<file path="src/rtl/mips_timer.sv">
// mips_timer: memory-mapped countdown timer on the CPU data bus.
// Register window at BASE: CTRL (+0), PRESET (+4), COUNT (+8, read-only).
// Optional macro TIMER_BYTEEN_EN: when defined, CTRL/PRESET writes honour
// per-byte enables; otherwise any nonzero byteen writes the full word.
module mips_timer #(
  parameter logic [31:0] BASE = 32'h0000_7F00
) (
  input  logic        clk,
  input  logic        reset,
  input  logic [31:0] addr,
  input  logic [31:0] wdata,
  input  logic [3:0]  byteen,
  output logic [31:0] rdata,
  output logic        irq
);

  typedef enum logic [1:0] {
    S_IDLE,
    S_LOAD,
    S_CNT,
    S_INT
  } state_e;

  state_e      state_q, state_d;
  logic [3:0]  ctrl_q, ctrl_d;
  logic [31:0] preset_q, preset_d;
  logic [31:0] count_q, count_d;
  logic        flag_q, flag_d;
  logic        irq_q;

  logic        hit, wr, ctrl_wr, preset_wr;
  logic        en, auto_mode;
  logic        unused_addr_lsb;

  // Word-granular decode; the low address bits carry no meaning here.
  assign unused_addr_lsb = ^addr[1:0];
  assign hit       = (addr[31:4] == BASE[31:4]) && (addr[3:2] != 2'b11);
  assign wr        = hit && (byteen != 4'b0000);
`ifdef TIMER_BYTEEN_EN
  assign ctrl_wr   = wr && (addr[3:2] == 2'b00) && byteen[0];
`else
  assign ctrl_wr   = wr && (addr[3:2] == 2'b00);
`endif
  assign preset_wr = wr && (addr[3:2] == 2'b01);

  assign en        = ctrl_q[0];
  assign auto_mode = (ctrl_q[2:1] == 2'b01);

  // Combinational read mux with no side effects.
  always_comb begin
    rdata = '0;
    if (hit) begin
      unique case (addr[3:2])
        2'b00:   rdata = {28'h0, ctrl_q};
        2'b01:   rdata = preset_q;
        2'b10:   rdata = count_q;
        default: rdata = '0;
      endcase
    end
  end

  // FSM state register.
  always_ff @(posedge clk) begin
    if (reset) begin
      state_q <= S_IDLE;
    end else begin
      state_q <= state_d;
    end
  end

  // FSM next-state logic.
  always_comb begin
    state_d = state_q;
    unique case (state_q)
      S_IDLE: if (en) state_d = S_LOAD;
      S_LOAD: state_d = S_CNT;
      S_CNT: begin
        if (!en)                state_d = S_IDLE;
        else if (count_q <= 1) state_d = S_INT;
      end
      S_INT:   state_d = auto_mode ? S_LOAD : S_IDLE;
      default: state_d = S_IDLE;
    endcase
  end

  // FSM outputs: datapath updates, then bus writes override them.
  always_comb begin
    ctrl_d   = ctrl_q;
    preset_d = preset_q;
    count_d  = count_q;
    flag_d   = flag_q;
    unique case (state_q)
      S_LOAD: count_d = preset_q;
      S_CNT: begin
        if (en) begin
          if (count_q > 1) begin
            count_d = count_q - 32'd1;
          end else begin
            count_d = '0;
            flag_d  = 1'b1;
          end
        end
      end
      S_INT: begin
        if (auto_mode) flag_d    = 1'b0;
        else           ctrl_d[0] = 1'b0;
      end
      default: ;
    endcase
    // A bus write to CTRL takes priority over the hardware EN clear and
    // over an interrupt being raised on the same edge.
    if (ctrl_wr) begin
      ctrl_d = wdata[3:0];
      flag_d = 1'b0;
    end
    if (preset_wr) begin
`ifdef TIMER_BYTEEN_EN
      for (int unsigned i = 0; i < 4; i++) begin
        if (byteen[i]) preset_d[8*i +: 8] = wdata[8*i +: 8];
      end
`else
      preset_d = wdata;
`endif
    end
  end

  // Datapath registers; irq is registered from next-state values so it has
  // the same timing as int_flag & IM while coming straight from a flop.
  always_ff @(posedge clk) begin
    if (reset) begin
      ctrl_q   <= '0;
      preset_q <= '0;
      count_q  <= '0;
      flag_q   <= 1'b0;
      irq_q    <= 1'b0;
    end else begin
      ctrl_q   <= ctrl_d;
      preset_q <= preset_d;
      count_q  <= count_d;
      flag_q   <= flag_d;
      irq_q    <= flag_d & ctrl_d[3];
    end
  end

  assign irq = irq_q;

endmodule
</file>
<file path="config.mk">
export PLATFORM = sky130hd
export DESIGN_NAME = mips_timer
export DESIGN_NICKNAME = d
export VERILOG_FILES = /design/src/rtl/mips_timer.sv
export SDC_FILE = /design/constraint.sdc
export NUM_CORES = 1
export LEC_CHECK = 0
export ABC_AREA = 1
export CORE_MARGIN = 2
export CORE_UTILIZATION = 53
export DETAILED_ROUTE_END_ITERATION = 8
export HOLD_SLACK_MARGIN = 0.08
export PLACE_DENSITY = 0.83
export RECOVER_POWER = 100
export SETUP_SLACK_MARGIN = 0.15
export SLEW_MARGIN = 5
export SYNTH_ARGS = -nofsm -noshare
export SYNTH_HDL_FRONTEND = slang
export SYNTH_SLANG_ARGS = --single-unit
</file>
<file path="constraint.sdc">
create_clock -name clk -period 4.6 [get_ports clk]
set_input_delay 0.92 -clock clk [delete_from_list [all_inputs] [get_ports clk]]
set_output_delay 0.92 -clock clk [all_outputs]
set_load 0.005 [all_outputs]
</file>
==> summary.txt, run 1 <==
Finish
  • Layout cells sized above 1: 7.648%
  • Cell area after layout: a little under 0.006 mm^2
  • # fillers: just under 800
  • Fin nets: 930
  • Diode count: 0
  • Layout area overhead: 25.26%

Outcome
  • Status: complete, but fails checks
  • Failing checks: capacitance limit, slew limit

CTS
  • Clk sink count: 72
  • Clk slew on worst S/H paths: about 0.080 ns
  • CTS root buf: clkbuf_8
  • Post CTS Setup Buffer Count: 0
  • CTS tree: done
  • TritonCTS Buffers: 9
  • H-tree levels: 3
  • # resized after CTS: 0
  • CTS Buffer Depth: 2
  • Hold-fix buffers at CTS: 0
  • Worst skew pair latency: 0.37 ns

Route
  • DRT iter0 DRCs: 401
  • WL met1: 6402 um
  • Drt wl/cell: 14.13 um
  • Vias: a little over 5k
  • WL met3: 725 um
  • Post-DRT Antenna Nets: 0
  • # DRC: 0
  • Met2 wire length: around 6300 um
  • Drt pass-1 iters: 6
  • Top Layer Used: met4
  • Final WL: 13720 um
  • Vias per Instance: 5.282

Setup path
  • Crit-path leading delay family: buffers and inverters
  • Critical-path top delay cell: dlygate4sd3_1
  • Setup crit end kind: output port
  • R2R Path Start: state_q[1]
  • CP endpoint: rdata[12]
  • CP arrival: between 3 and 4 ns
  • Worst Setup SP: addr[23]
  • Critical Path Stages: 10
  • Crit Path Max Fanout: 20
  • Setup crit start kind: input pin
  • CP required: 3.68 ns
  • Critical path type: input pin to output port
  • Crit-path cells: clkdlybuf4s50_1 > nor2_1 > nand2_1 > nor2_1 > nand2_1 > nor2_1 > inv_1 > buf_4 > a21oi_1 > dlygate4sd3_1
  • Buf/Inv on CP: 4
  • Reg2reg end: count_q[15]
  • Reg2reg path depth: 5
  • Most frequent CP cell: nor2_1
  • Reg2reg setup slack: between 1.5 and 2 ns
  • Critical Path Max Stage Delay: ~0.6 ns

Pwr
  • VDD IR-drop max: ~0.13 mV
  • Pleak: 2.668 nW
  • Post-route total power: 1.329 mW
  • Power per cell area: about 230 mW/mm^2

Synth
  • Top post-synthesis cells by count: 226 x nand2_1, 136 x nor2_1, 76 x inv_1
  • Post-synth top area cell: dfxtp_1
  • Most common cell in the netlist: nand2_1
  • Syn avg cell area: 6.058 um^2
  • Mapped Cells: roughly 780
  • Synth top area cells: dfxtp_1 31%, nand2_1 18%, nor2_1 11%
  • Share of the yosys chip area belonging to registers: between 30% and 40%
  • Syn Nets: 848
  • Top cell type's share of synthesized area: 30.66%
  • Ys Warns: 0
  • Async SR Flop Fraction: 0%
  • Synth cell types: 33
  • Syn Std Cell Area: 0.004701 mm^2
  • Post-synth EDFFs: 0
  • #FFs+latches synth: 72
  • Main synth FF type: dfxtp_1

GRT
  • Vias in the first global route: 4882
  • Initial antenna violation count: 0
  • First-pass GRT wire length: 22650 um
  • Global route overflow: 0
  • Largest net degree at the start of global routing: 65
  • Total GRT Usage: between 20% and 30%

Flow run
  • Max cap viols: 1

Hold path
  • Hold crit path type: flip-flop to flip-flop

Place
  • Dpl hpwl: 9796 um
  • Cell Area, Placed: between 0.005 and 0.006 mm^2
  • IO buf count: 100
  • Dpl ws: 0.5241 ns
  • Routability cong.: 0.9422

STA
  • Final Hold Fails: 0
  • Tmin final: 4.182 ns
  • Final setup skew: approximately 0.013 ns
  • Period utilization: 90.90%
  • Final setup viols: 0
  • Sum Neg Setup Slack: 0 ns
  • Worst Max-Slew Pin Slew: 2.292 ns
  • RSZ-0062 raised after global routing: false
  • Final Max Tran Viols: 65
  • PnR worst setup slack: 0.4184 ns
  • Slew HR: -53.22%
  • Max Fclk: 239.1 MHz

Floorplan
  • Core Area: 0.008678 mm^2
  • Die Ht: between 90 and 100 um
  • Initial core utilization: 54.17%
  • Die Width: ~100 um
  • Number of top-level pins: 103
  • FP Rows: 34
  • Die Area: 0.009638 mm^2
[per-stage QoR]
step	hold slack, ns	util, %	instances
3_3_place_gp	0.5124	65.46	955
4_1_cts	0.5340	68.22	971
2_1_floorplan	0.4988	-	776
5_1_grt	0.5668	67.85	971
6_report	0.5362	67.85	971
3_5_place_dp	0.5217	65.46	955
[sequential cells by signal (all words and copies together), names as in the netlist]
name / flops
irq: 1
flag_q: 1
state_q: 2
count_q: 32
ctrl_q: 4
preset_q: 32
[cell families (layout without fill, tap and decap cells)]
group	after synthesis	in the layout	share of synthesized area, %
and+or+nand+nor	437	437	39.95
AOI/OAI and AO/OA	140	140	16.18
buffers and inverters	114	201	10.62
DFF	72	72	30.66
xor gates and xnor gates	11	11	2.050
adders and majority gates	2	2	0.5323
[cell type report]
cell class	instances	area [um^2]	share of cell area [%]
clock buffer	12	165.2	2.805
clock inverter	4	75.07	1.275
inverter	80	300.3	5.100
multi-input combinational	590	2740	46.54
sequential	72	1441	24.48
tap	108	135.1	2.295
timing repair buffer	105	1031	17.51
[tightest hold or removal path, stage by stage (launching register included)]
cell and delay, ns:
dfxtp_1 0.33, inv_1 0.05, nand2_1 0.05, nand2_1 0.05
nor2_1 0.03
[power by group]
| part | switching, mW | internal, mW | total (mW) |
|---|---|---|---|
| clock | 0.268 | 0.350 | 0.619 |
| combinational | 0.0332 | 0.0547 | 0.0880 |
| sequential | 0.0000196 | 0.623 | 0.623 |
| total | 0.302 | 1.03 | 1.33 |
[worst min-delay path by stage]
| stage | endpoint | cells after the start | slack [ns] | startpoint |
|---|---|---|---|---|
| floorplan | preset_q[10] | 4 | 0.50 | preset_q[10] |
| global placement | preset_q[15] | 4 | 0.51 | preset_q[15] |
| detailed placement | preset_q[13] | 4 | 0.52 | preset_q[13] |
| CTS | preset_q[13] | 4 | 0.53 | preset_q[13] |
| global route | preset_q[6] | 4 | 0.57 | preset_q[6] |
| finish | preset_q[13] | 4 | 0.54 | preset_q[13] |
[routing by layer]
metal	track usage (%)	up-vias
li1	-	2600
met1	38.95	2357
met2	45.84	146
met3	5.727	26
met4	9.694	0
met5	0	-
[cells in the final DEF (no fill, tap or decap), types with 11 or more instances in the layout]
master and count:
nand2_1 227, clkbuf_8 12, nand3_1 27, a21oi_1 50, dlygate4sd3_1 33, nor2_1 136
dfxtp_1 72, o21ai_0 64, a21oi_2 11, inv_1 77, clkdlybuf4s50_1 67
(Power assumes the default switching activity.)
==> inputs of run 2 (changes only) <==
--- a/config.mk
+++ b/config.mk
@@ -7,10 +7,10 @@
 export LEC_CHECK = 0
 export ABC_AREA = 1
 export CORE_MARGIN = 2
-export CORE_UTILIZATION = 53
+export CORE_UTILIZATION = 56
 export DETAILED_ROUTE_END_ITERATION = 8
 export HOLD_SLACK_MARGIN = 0.08
-export PLACE_DENSITY = 0.83
+export PLACE_DENSITY = 0.87
 export RECOVER_POWER = 100
 export SETUP_SLACK_MARGIN = 0.15
 export SLEW_MARGIN = 5
==> summary.txt, run 2 (synthesis results as in run 1) <==
Flow run
  • Max cap viols: 1

Route
  • Drt pass-1 iters: 5
  • Final WL: 13740 um
  • DRT iter0 DRCs: between 400 and 500
  • Vias per Instance: 5.337
  • Drt wl/cell: 14.20 um
  • Post-DRT Antenna Nets: 0
  • # DRC: 0
  • Vias: roughly 5.2k

CTS
  • TritonCTS Buffers: 9
  • CTS tree: done
  • Worst skew pair latency: ~0.35 ns
  • # resized after CTS: 0
  • Clk sink count: 72
  • CTS Buffer Depth: 2
  • CTS root buf: clkbuf_8
  • Hold-fix buffers at CTS: 0
  • H-tree levels: 3
  • Clk slew on worst S/H paths: 0.08 ns
  • Post CTS Setup Buffer Count: 0

Setup path
  • Most frequent CP cell: nor2_1
  • Crit-path cells: clkdlybuf4s50_1 > nor2_1 > nand2_1 > nor2_1 > nand2_1 > nor2_1 > inv_1 > buf_4 > a21oi_1 > dlygate4sd3_1
  • Critical-path top delay cell: dlygate4sd3_1
  • Setup crit end kind: output port
  • CP arrival: 3.24 ns
  • Critical Path Max Stage Delay: 0.59 ns
  • Critical path type: input pin to output port
  • Crit Path Max Fanout: 20
  • Reg2reg path depth: 8
  • Worst Setup SP: addr[31]
  • CP required: 3.68 ns
  • R2R Path Start: state_q[1]
  • Setup crit start kind: input pin
  • Reg2reg setup slack: 1.44 ns
  • Reg2reg end: count_q[1]
  • CP endpoint: rdata[12]

Hold path
  • Min-delay src: preset_q[15]
  • Hold crit path type: flip-flop to flip-flop

GRT
  • Largest net degree at the start of global routing: 65
  • First-pass GRT wire length: 22380 um
  • Met2 usage: about half
  • Global route overflow: 0
  • Vias in the first global route: 4794
  • Most used routing layer: met2
  • Initial antenna violation count: 0
  • Met3 Resource Use GR: roughly 5.8%
  • Met1 usage in global routing: between 40% and 50%
  • Total GRT Usage: 31.01%

Place
  • Routability cong.: 0.9120
  • Dpl hpwl: 9867 um
  • IO buf count: 100

STA
  • Final setup skew: approximately 0.016 ns
  • Worst Max-Slew Pin Slew: approximately 2.2 ns
  • Final Max Tran Viols: 65
  • Max Fclk: 240.3 MHz
  • Sum Neg Setup Slack: 0 ns
  • Final Hold Fails: 0
  • Tmin final: approximately 4.2 ns
  • Final setup viols: 0
  • RSZ-0062 raised after global routing: false
  • Slew HR: -48.19%
  • Period utilization: 90.48%

Pwr
  • Sw Share: 24.40%
  • Share of power burned in registers: about half
  • VDD IR-drop max: 0.1655 mV
  • Power per cell area: 213.9 mW/mm^2
  • Sw power: ~310 uW
  • Clock share of power: 43.2%
  • P_int: approximately 950 uW
  • Pleak: 2.662 nW
  • Comb pwr share: ~7.0%
  • Post-route total power: 1.250 mW

Floorplan
  • Die Area: between 0.009 and 0.01 mm^2
  • Number of top-level pins: slightly above 100
  • FP Rows: 33
  • Core Area: 0.008175 mm^2
  • Die Width: between 90 and 100 um
  • Die Ht: between 90 and 100 um
  • Initial core utilization: 57.50%

Finish
  • Layout area overhead: 24.35%
  • Reg area: about 0.0014 mm^2
  • Most common cell after layout, fill and taps aside: nand2_1
  • Layout cells sized above 1: between 7 and 8%
  • Top Registers: count_q (32), preset_q (32), ctrl_q (4)
  • Finished Core Util: 71.50%
  • # fillers: 748
  • Diode count: 0
  • Multi-input logic area: 0.002729 mm^2
  • Fin nets: 930
  • Commonest non-fill, non-tap cells in the layout: 227 x nand2_1, 137 x nor2_1, 79 x inv_1

Outcome
  • Status: complete, but fails checks
  • Failing checks: capacitance limit, slew limit
[run 2: final cells by class]
type | count | share of cell area [%]
clock buffer | 10 | 2.354
inverter | 80 | 5.137
timing repair buffer | 105 | 17.77
tap | 105 | 2.247
multi-input combinational | 590 | 46.68
clock inverter | 6 | 1.156
sequential | 72 | 24.66
[run 2: worst min-delay path by stage]
| stage | depth (start not counted) | slack [ns] | endpoint |
|---|---|---|---|
| floorplan | 4 | 0.50 | preset_q[10] |
| global placement | 4 | 0.51 | preset_q[14] |
| detailed placement | 4 | 0.51 | preset_q[15] |
| CTS | 4 | 0.53 | preset_q[15] |
| global route | 4 | 0.56 | preset_q[17] |
| finish | 4 | 0.53 | preset_q[15] |
[run 2: routing by layer]
layer | vias up | wire length [um] | part of all wire (%)
met5 | - | 0 | 0
met4 | 0 | 154 | 1.1
met3 | 17 | 903 | 6.6
met2 | 184 | 6394 | 47
met1 | 2360 | 6292 | 46
li1 | 2605 | - | -
[run 2: power groups by stage]
| stage | registers (mW) | clock network [mW] | logic, mW |
|---|---|---|---|
| floorplan | 0.637 | 0 | 0.0211 |
| global placement | 0.637 | 0 | 0.0856 |
| detailed placement | 0.637 | 0 | 0.0873 |
| CTS | 0.623 | 0.536 | 0.0877 |
| global route | 0.623 | 0.563 | 0.0943 |
| finish | 0.623 | 0.540 | 0.0881 |
[run 2: worst max-delay path: cells and delay by family]
kind	cells	cell delay [ns]
buffers and inverters	4	1.56
and+or+nand+nor	5	0.57
AOI/OAI and AO/OA	1	0.16
[run 2: stage by stage]
stage	hold slack, ns	cell area (um^2)	std cells	setup WS, ns
CTS	0.5260	5882	968	0.5171
detailed placement	0.5112	5677	952	0.5052
floorplan	0.4988	4701	776	1.830
global route	0.5644	5846	968	0.1684
finish	0.5253	5846	968	0.4379
global placement	0.5125	5677	952	0.5446
